--- src/rtl/trap_controller.sv ---
// Machine-mode trap unit: takes exceptions, external interrupts and MRET at retire, holds the trap CSRs,
// and drives the next-PC redirect plus a pipeline stall. Define TRAP_VECTORED_EN for vectored mtvec mode.
module trap_controller #(
    parameter logic [31:0] MTVEC_RESET  = 32'h0000_0004,
    parameter int unsigned FLUSH_CYCLES = 2
) (
    input  logic        I_clk,
    input  logic        I_rst,
    input  logic        I_valid,
    input  logic [31:0] I_pc,
    input  logic        I_illegal,
    input  logic        I_ecall,
    input  logic        I_ebreak,
    input  logic        I_misalign,
    input  logic [31:0] I_badaddr,
    input  logic        I_mret,
    input  logic        I_irq_ext,
    input  logic        I_csr_we,
    input  logic [11:0] I_csr_addr,
    input  logic [31:0] I_csr_wdata,
    output logic [31:0] O_csr_rdata,
    output logic        O_exception,
    output logic        O_privsel,
    output logic [31:0] O_mevect,
    output logic [31:0] O_mepc,
    output logic        O_stall
);

    localparam logic [11:0] CSR_MSTATUS = 12'h300;
    localparam logic [11:0] CSR_MIE     = 12'h304;
    localparam logic [11:0] CSR_MTVEC   = 12'h305;
    localparam logic [11:0] CSR_MEPC    = 12'h341;
    localparam logic [11:0] CSR_MCAUSE  = 12'h342;
    localparam logic [11:0] CSR_MTVAL   = 12'h343;
    localparam logic [11:0] CSR_MIP     = 12'h344;

    localparam logic [31:0] CAUSE_IRQ_EXT = 32'h8000_000B;
    localparam logic [31:0] CAUSE_ILLEGAL = 32'd2;
    localparam logic [31:0] CAUSE_ECALL   = 32'd11;
    localparam logic [31:0] CAUSE_EBREAK  = 32'd3;
    localparam logic [31:0] CAUSE_MISALGN = 32'd4;

    // TRAP/RETURN already account for one stall cycle; FLUSH covers the rest.
    localparam int unsigned FLUSH_LOAD_I = (FLUSH_CYCLES > 1) ? FLUSH_CYCLES - 2 : 0;
    localparam logic [2:0]  FLUSH_LOAD   = 3'(FLUSH_LOAD_I);
    localparam logic        HAS_FLUSH    = (FLUSH_CYCLES > 1);

    typedef enum logic [1:0] {
        S_IDLE,
        S_TRAP,
        S_RETURN,
        S_FLUSH
    } state_t;

    state_t      state_q, state_d;
    logic [2:0]  cnt_q, cnt_d;
    logic        mst_mie_q, mst_mie_d;
    logic        mst_mpie_q, mst_mpie_d;
    logic        meie_q, meie_d;
    logic [31:0] mtvec_q, mtvec_d;
    logic [31:0] mepc_q, mepc_d;
    logic [31:0] mcause_q, mcause_d;
    logic [31:0] mtval_q, mtval_d;

    logic        retire;
    logic        irq_take;
    logic        exc_any;
    logic        trap_take;
    logic        mret_take;
    logic        csr_wr;
    logic [31:0] trap_cause;
    logic [31:0] trap_tval;
    logic [31:0] mtvec_base;
    logic [31:0] trap_target;

    assign retire    = (state_q == S_IDLE) && I_valid;
    assign irq_take  = I_irq_ext && mst_mie_q && meie_q;
    assign exc_any   = I_illegal || I_ecall || I_ebreak || I_misalign;
    assign trap_take = retire && (irq_take || exc_any);
    assign mret_take = retire && I_mret && !irq_take && !exc_any;
    assign csr_wr    = (state_q == S_IDLE) && I_csr_we && !trap_take && !mret_take;

    always_comb begin
        trap_cause = CAUSE_MISALGN;
        trap_tval  = I_badaddr;
        if (irq_take) begin
            trap_cause = CAUSE_IRQ_EXT;
            trap_tval  = '0;
        end else if (I_illegal) begin
            trap_cause = CAUSE_ILLEGAL;
            trap_tval  = '0;
        end else if (I_ecall) begin
            trap_cause = CAUSE_ECALL;
            trap_tval  = '0;
        end else if (I_ebreak) begin
            trap_cause = CAUSE_EBREAK;
            trap_tval  = '0;
        end
    end

    assign mtvec_base = mtvec_q & 32'hFFFF_FFFC;

`ifdef TRAP_VECTORED_EN
    // Only interrupts are vectored; synchronous exceptions always land on the base.
    assign trap_target = (mcause_q[31] && (mtvec_q[1:0] == 2'b01))
                       ? mtvec_base + {mcause_q[29:0], 2'b00}
                       : mtvec_base;
`else
    assign trap_target = mtvec_base;
`endif

    always_comb begin
        // NOTE: every _d gets its hold value first so no path through the case infers a latch.
        state_d    = state_q;
        cnt_d      = cnt_q;
        mst_mie_d  = mst_mie_q;
        mst_mpie_d = mst_mpie_q;
        meie_d     = meie_q;
        mtvec_d    = mtvec_q;
        mepc_d     = mepc_q;
        mcause_d   = mcause_q;
        mtval_d    = mtval_q;

        unique case (state_q)
            S_IDLE: begin
                if (trap_take) begin
                    state_d    = S_TRAP;
                    mepc_d     = I_pc & 32'hFFFF_FFFC;
                    mcause_d   = trap_cause;
                    mtval_d    = trap_tval;
                    mst_mpie_d = mst_mie_q;
                    mst_mie_d  = 1'b0;
                end else if (mret_take) begin
                    state_d    = S_RETURN;
                    mst_mie_d  = mst_mpie_q;
                    mst_mpie_d = 1'b1;
                end else if (csr_wr) begin
                    unique case (I_csr_addr)
                        CSR_MSTATUS: begin
                            mst_mie_d  = I_csr_wdata[3];
                            mst_mpie_d = I_csr_wdata[7];
                        end
                        CSR_MIE:    meie_d   = I_csr_wdata[11];
`ifdef TRAP_VECTORED_EN
                        CSR_MTVEC:  mtvec_d  = I_csr_wdata;
`else
                        CSR_MTVEC:  mtvec_d  = I_csr_wdata & 32'hFFFF_FFFC;
`endif
                        CSR_MEPC:   mepc_d   = I_csr_wdata & 32'hFFFF_FFFC;
                        CSR_MCAUSE: mcause_d = I_csr_wdata;
                        CSR_MTVAL:  mtval_d  = I_csr_wdata;
                        default: ;
                    endcase
                end
            end
            S_TRAP, S_RETURN: begin
                if (HAS_FLUSH) begin
                    state_d = S_FLUSH;
                    cnt_d   = FLUSH_LOAD;
                end else begin
                    state_d = S_IDLE;
                end
            end
            S_FLUSH: begin
                if (cnt_q == 3'd0) begin
                    state_d = S_IDLE;
                end else begin
                    cnt_d = cnt_q - 3'd1;
                end
            end
            default: state_d = S_IDLE;
        endcase
    end

    // NOTE: state is updated with non-blocking assignments so every flop samples pre-edge values.
    always_ff @(posedge I_clk or posedge I_rst) begin
        if (I_rst) begin
            state_q    <= S_IDLE;
            cnt_q      <= 3'd0;
            mst_mie_q  <= 1'b0;
            mst_mpie_q <= 1'b0;
            meie_q     <= 1'b0;
            mtvec_q    <= MTVEC_RESET;
            mepc_q     <= '0;
            mcause_q   <= '0;
            mtval_q    <= '0;
        end else begin
            state_q    <= state_d;
            cnt_q      <= cnt_d;
            mst_mie_q  <= mst_mie_d;
            mst_mpie_q <= mst_mpie_d;
            meie_q     <= meie_d;
            mtvec_q    <= mtvec_d;
            mepc_q     <= mepc_d;
            mcause_q   <= mcause_d;
            mtval_q    <= mtval_d;
        end
    end

    // Read port is forced to zero while reset is held so every output is quiet in reset.
    always_comb begin
        O_csr_rdata = '0;
        if (!I_rst) begin
            unique case (I_csr_addr)
                CSR_MSTATUS: O_csr_rdata = {24'b0, mst_mpie_q, 3'b0, mst_mie_q, 3'b0};
                CSR_MIE:     O_csr_rdata = {20'b0, meie_q, 11'b0};
                CSR_MTVEC:   O_csr_rdata = mtvec_q;
                CSR_MEPC:    O_csr_rdata = mepc_q;
                CSR_MCAUSE:  O_csr_rdata = mcause_q;
                CSR_MTVAL:   O_csr_rdata = mtval_q;
                CSR_MIP:     O_csr_rdata = {20'b0, I_irq_ext, 11'b0};
                default:     O_csr_rdata = '0;
            endcase
        end
    end

    assign O_exception = (state_q == S_TRAP);
    assign O_privsel   = (state_q == S_RETURN);
    assign O_stall     = (state_q != S_IDLE);
    assign O_mevect    = (state_q == S_TRAP) ? trap_target : 32'h0;
    assign O_mepc      = mepc_q;

endmodule

--- config.mk ---
export PLATFORM = sky130hd
export DESIGN_NAME = trap_controller
export DESIGN_NICKNAME = d
export VERILOG_FILES = /design/src/rtl/trap_controller.sv
export SDC_FILE = /design/constraint.sdc
export NUM_CORES = 1
export LEC_CHECK = 0
export ABC_AREA = 1
export BUFFER_PORTS_ARGS = -buffer_cell sky130_fd_sc_hd__buf_2
export CAP_MARGIN = 20
export CORE_ASPECT_RATIO = 1.4
export CORE_MARGIN = 4
export CORE_UTILIZATION = 48
export CTS_CLUSTER_DIAMETER = 30
export DETAILED_ROUTE_END_ITERATION = 8
export PLACE_DENSITY = 0.76
export REMOVE_ABC_BUFFERS = 1
export SYNTH_ARGS = -nofsm -noshare
export SYNTH_HDL_FRONTEND = slang
export SYNTH_SLANG_ARGS = --single-unit
--- constraint.sdc ---
create_clock -name I_clk -period 4.15 [get_ports I_clk]
set_clock_uncertainty 0.2 [all_clocks]
set_input_delay 0.2075 -clock I_clk [delete_from_list [all_inputs] [get_ports I_clk]]
set_output_delay 0.2075 -clock I_clk [all_outputs]
set_load 0.01 [all_outputs]
# Yosys cells after proc, flatten, opt, wreduce, memory -nomap -nowiden
# Index checks and enable logic that the tools add are counted.
dict set report totals {
  word_cells 100
  reg_bits 134
  input_bits 118
}
dict set report classes {
  add_sub_neg 1
  n_bitwise 2
  n_eq_ne 14
  n_mux 37
  reduce_logical 37
}
# cell count
set ops {}
lappend ops {{$mux 32} 20}
lappend ops {{$pmux 32 s7} 1}
lappend ops {{$eq 12x10->1 const B} 7}
lappend ops {{$reduce_and 4->1} 3}
lappend ops {{$reduce_bool 2->1} 6}
lappend ops {{$logic_and 1x1->1} 10}
lappend ops {{$reduce_and 5->1} 2}
lappend ops {{$mux 1} 8}
lappend ops {{$mux 2} 3}
lappend ops {{$mux 3} 2}
lappend ops {{$ne 2x2->1 const B} 3}
lappend ops {{$pmux 2 s3} 1}
lappend ops {{$pmux 3 s2} 1}
lappend ops {{$reduce_bool 3->1} 2}
lappend ops {{$eq 2x2->1 const B} 2}
lappend ops {{$logic_not 1->1} 4}
lappend ops {{$logic_or 1x1->1} 4}
lappend ops {{$mux 4} 1}
lappend ops {{$reduce_and 2->1} 2}
lappend ops {{$logic_not 3->1} 1}
lappend ops {{$ne 3x3->1 const B} 1}
lappend ops {{$reduce_and 3->1} 1}
lappend ops {{$sub 3x1->3 const B} 1}
lappend ops {{$eq 2x1->1 const B} 1}
lappend ops {{other kinds (3)} 4}

# Logic depth before layout (Yosys ltp)
dict set report logic_depth {
  word_depth 11
  depth_mapped 11
}

# Worst setup path after synthesis
# No wires, ideal clock.
dict set report synth_timing {
  kind {input -> output}
  startpoint {in I_rst}
  endpoint {out O_csr_rdata[0]}
  path_buffers 1
  arrival_ps 3875
  path_slack_ps -132
  required_ps 3743
  cell_stages 4
  path_cell_list {inv_1 nand2_1 buf_2 nor2_1}
}
dict set report synth_via {
  elab_chain_cells 1
}
# element line
set synth_lines {}
lappend synth_lines {{start, declared} 8} ;# input logic I_rst,
lappend synth_lines {{$mux 32} 203} ;# if (!I_rst) begin
lappend synth_lines {{end, declared} 21} ;# output logic [31:0] O_csr_rdata,
# Every way passes these cells.

# Final worst setup path
dict set report layout_timing {
  startpoint {reg state_q[0]}
  endpoint {reg meie_q}
}
dict set report layout_via {
  elab_chain_cells 8
  word_cells_on_any_way 14
  cone_classes {2 x bitwise; 12 x reduce/logical}
}
# element line
set layout_lines {}
lappend layout_lines {{start, declared} 55} ;# state_t state_q, state_d;
lappend layout_lines {{start signal, assigned} 188} ;# state_q <= state_d;
lappend layout_lines {{$logic_not 2->1 (*)} {76, 81, 124}}
lappend layout_lines {{$logic_and 1x1->1} 76} ;# assign retire = (state_q == S_IDLE) && I_valid;
lappend layout_lines {{$logic_and 1x1->1 (3 in a row)} 80} ;# assign mret_take = retire && I_mret && !irq_take && !exc_any;
lappend layout_lines {{$logic_not 1->1} 81} ;# assign csr_wr = (state_q == S_IDLE) && I_csr_we && !trap_take && !mret_take;
lappend layout_lines {{$logic_and 1x1->1} 81}
lappend layout_lines {{$reduce_and 5->1 (no source line) (*)} --}
lappend layout_lines {{end signal, assigned} 192} ;# meie_q <= meie_d;
lappend layout_lines {{end, declared} 59} ;# logic meie_q, meie_d;
# Every way passes the cells marked *; elsewhere a longest branch is shown, timed or not.
# A chain may end at the register's enable or synchronous reset.

==> flow_summary.json <==
{
  "detailedRoute.firstIterationViolations": 989,
  "run_status": "completed",
  "grt_util_all_layers": 0.3047,
  "place_hpwl_um": 16480,
  "via_count": 8804,
  "pre_cts_slack_ns": 0.8192,
  "worstPathArrival_ns": 3.90,
  "power_report.internal_total_uw": 3190,
  "critical_path.max_fanout": 44,
  "clock_path_buffers": 2,
  "maxCapViolCount": 0,
  "min_period_over_period": 0.9038,
  "whs_path_depth": 7,
  "ir_drop_mv": 0.3409,
  "worst-slew-pin-transition_ns": 1.074,
  "pwr_density_cell_nw_per_um2": 498.4,
  "holdWs_ns": 0.01460,
  "grt_antenna_before_repair": 0,
  "endpoint_kind": "flop",
  "height_of_the_die_um": 158.5,
  "period_minus_slack_ns": 3.751,
  "timing.fmax_ghz": 0.2666,
  "reg2reg_setup_slack_ns": 0.40,
  "antennaDiodeCount": 0,
  "combined_area_of_all_synthesized_cells_um2": 7764,
  "leakagePower_uw": 0.006143,
  "synth_cells": 1172,
  "drt-wirelength-per-cell_um": 16.49,
  "worstRegToRegCells": 12,
  "timing.rr.start": "state_q[0]",
  "totalWireLength_um": 27320,
  "floorplan.die.width_um": 115.5,
  "critPathBufInv": 5,
  "warning_count_from_the_yosys_run": 0,
  "nets": 1573,
  "finalPower_uw": 5194,
  "critical-path-max-stage-delay_ns": 0.59,
  "worstHoldEndpoint": "mcause_q[1]",
  "cts_tree": "done",
  "crit_path_top_delay_cell": "sky130_fd_sc_hd__dlygate4sd3_1",
  "layout-area-overhead-vs-synth_pct": 34.23,
  "synthArstFlopShare": 1.000,
  "grt_pass1_wl_um": 43680,
  "layout_setup_ws_ns": 0.3994,
  "io_pins": 217,
  "post_dp_cell_area_um2": 8859,
  "final.setup.tns_ns": 0,
  "clkTransAtPathRegs_ns": 0.06,
  "portBuffers": 210,
  "worstSetupPathType": "flop to flop",
  "timing.critical_path.required_ns": 4.30,
  "timing.final.setup_violations": 0,
  "timing.critical_path.max_delay_family": "buffers and inverters",
  "timing_max_transition_violations_final": 0,
  "sequentialPowerShare": 0.380,
  "total_switching_power_uw": 2003,
  "synth_cell_types": 32,
  "rows": 54,
  "layout.cell_area.non_filler_um2": 10420,
  "regToRegEndpoint": "meie_q",
  "tritoncts_buffer_count": 17,
  "post-cts-setup-buffers": 0,
  "share_clk_of_total_power": 0.294,
  "filler_cell_count": 1408,
  "detail_route.vias_per_cell": 5.313,
  "drc_errors": 0,
  "drt_pre_antenna_iters": 6,
  "cp_cell_sequence": "inv_1, ha_1, nand2_1, inv_1, nand2_4, nand2_2, nor2_4, buf_4, nand3_1, dlygate4sd3_1, nand2_1, dlygate4sd3_1",
  "relSlewSlack": 0.2813,
  "postSynthAreaPerCell_um2": 6.624,
  "power.switching_fraction": 0.3857,
  "pwr-share-comb": 0.326,
  "cts-htree-levels": 4,
  "floorplan.die_area_um2": 18300,
  "synth_sequential_area_ratio": 0.4256,
  "layout.cells.most_common_list": "sky130_fd_sc_hd__nand2_1, sky130_fd_sc_hd__buf_2, sky130_fd_sc_hd__nand3_1",
  "synthFlopType": "sky130_fd_sc_hd__dfrtp_1",
  "clock_sinks": 132,
  "drive_gt1_frac": 0.1951,
  "hold_path_startpoint": "I_ebreak",
  "finalHoldViolCount": 0,
  "clock-root-buffer": "sky130_fd_sc_hd__clkbuf_16",
  "hold_class": "primary input to flop",
  "floorplan.initialDensity": 0.4932,
  "gp_congestion": 0.8692,
  "detail-route-antenna-nets": 0,
  "worstSetupStartpointType": "flop",
  "core-area_um2": 15740,
  "grt_max_degree": 52,
  "clkLatencyLatePin_ns": 0.42,
  "grt-ovfl-total": 0,
  "synth-seq-cells": 132,
  "synth_edf_count": 0,
  "first_global_vias": 8809,
  "unrepaired_setup_endpoints_after_global_routing": "no",
  "layout.cells.most_common": "sky130_fd_sc_hd__nand2_1"
}
==> worst reg2reg max path, cell delays in order (launching register included) <==
cell and delay (ns):
sky130_fd_sc_hd__dfrtp_1 0.42, sky130_fd_sc_hd__inv_1 0.10, sky130_fd_sc_hd__ha_1 0.26, sky130_fd_sc_hd__nand2_1 0.10, sky130_fd_sc_hd__inv_1 0.09, sky130_fd_sc_hd__nand2_4 0.49, sky130_fd_sc_hd__nand2_2 0.16, sky130_fd_sc_hd__nor2_4 0.12
sky130_fd_sc_hd__buf_4 0.43, sky130_fd_sc_hd__nand3_1 0.12, sky130_fd_sc_hd__dlygate4sd3_1 0.59, sky130_fd_sc_hd__nand2_1 0.07, sky130_fd_sc_hd__dlygate4sd3_1 0.54
==> flip-flops by register name, indices dropped and copies added, names as in the netlist <==
register    cells
mcause_q       32
mtval_q        32
O_mepc         30
mtvec_q        30
cnt_q           3
state_q         2
meie_q          1
mst_mie_q       1
mst_mpie_q      1
==> final cells by class <==
class / instances / area, um^2 / share of cell area
tap: 196 / 245.2 / 0.02353
sequential: 132 / 3304 / 0.3171
inverter: 99 / 376.6 / 0.03614
clock buffer: 19 / 452.9 / 0.04346
timing repair buffer: 324 / 2147 / 0.2060
multi-input combinational: 874 / 3746 / 0.3595
clock inverter: 13 / 148.9 / 0.01429
==> through the flow <==
stage / utilization / instances
CTS: 0.6620 / 1657
global route: 0.6620 / 1657
detailed placement: 0.5627 / 1529
floorplan: - / 1105
global placement: 0.5627 / 1529
finish: 0.6620 / 1657
==> cells by family after synthesis <==
kind of cell	share of synthesized area
flip-flops	0.4256
adder cells (fa/ha/maj)	0.01128
other	0.0004830
AND/OR/NAND/NOR	0.4163
buffers and inverters	0.09750
AO/OA/AOI/OAI	0.04770
XOR/XNOR	0.001128
==> repair_timing <==
| item | 4_1_cts | 5_1_grt |
|---|---|---|
| hold endpoints to repair | 162 | 0 |
| gates resized for setup | 0 | 0 |
| hold buffers | 96 | 0 |
| endpoints found under the setup margin | 0 | 0 |
==> power groups by stage <==
stage               logic, uW  registers [uW]  clock network, uW
finish                   1690            1980               1530
global route             1900            2010               1600
CTS                      1680            1960               1540
detailed placement       1600            1980                  0
global placement         1560            1970                  0
floorplan                 921            1990                  0
==> layer usage <==
metal | wire length, um | share of wire | global-route usage | vias up
li1 | - | - | - | 4159
met1 | 10420 | 0.38 | 0.3815 | 4023
met2 | 13420 | 0.49 | 0.5135 | 521
met3 | 2381 | 0.087 | 0.04297 | 101
met4 | 1089 | 0.040 | 0.1516 | 0
met5 | 0 | 0 | 0 | -
==> how the worst max path moves through the flow <==
| stage | start | end | depth (start not counted) |
|---|---|---|---|
| floorplan | state_q[0] | mcause_q[10] | 6 |
| global placement | state_q[0] | O_mepc[16] | 9 |
| detailed placement | state_q[0] | O_mepc[17] | 9 |
| CTS | state_q[0] | meie_q | 12 |
| global route | state_q[0] | meie_q | 12 |
| finish | state_q[0] | meie_q | 12 |
==> synthesized netlist by cell type, drive strengths merged, types with 2 or more instances <==
cell    count  area [um^2]
a21oi       3        15.01
clkbuf      9        33.78
nor2       80        320.3
inv        99        371.6
dfrtp     131         3278
nand3     147        745.7
ha          7        87.58
o22ai       2        12.51
buf        61        351.6
o21ai      67        335.3
nand4       2        12.51
nand2     554         2105
Note: power is estimated with default switching activity, not from simulation.
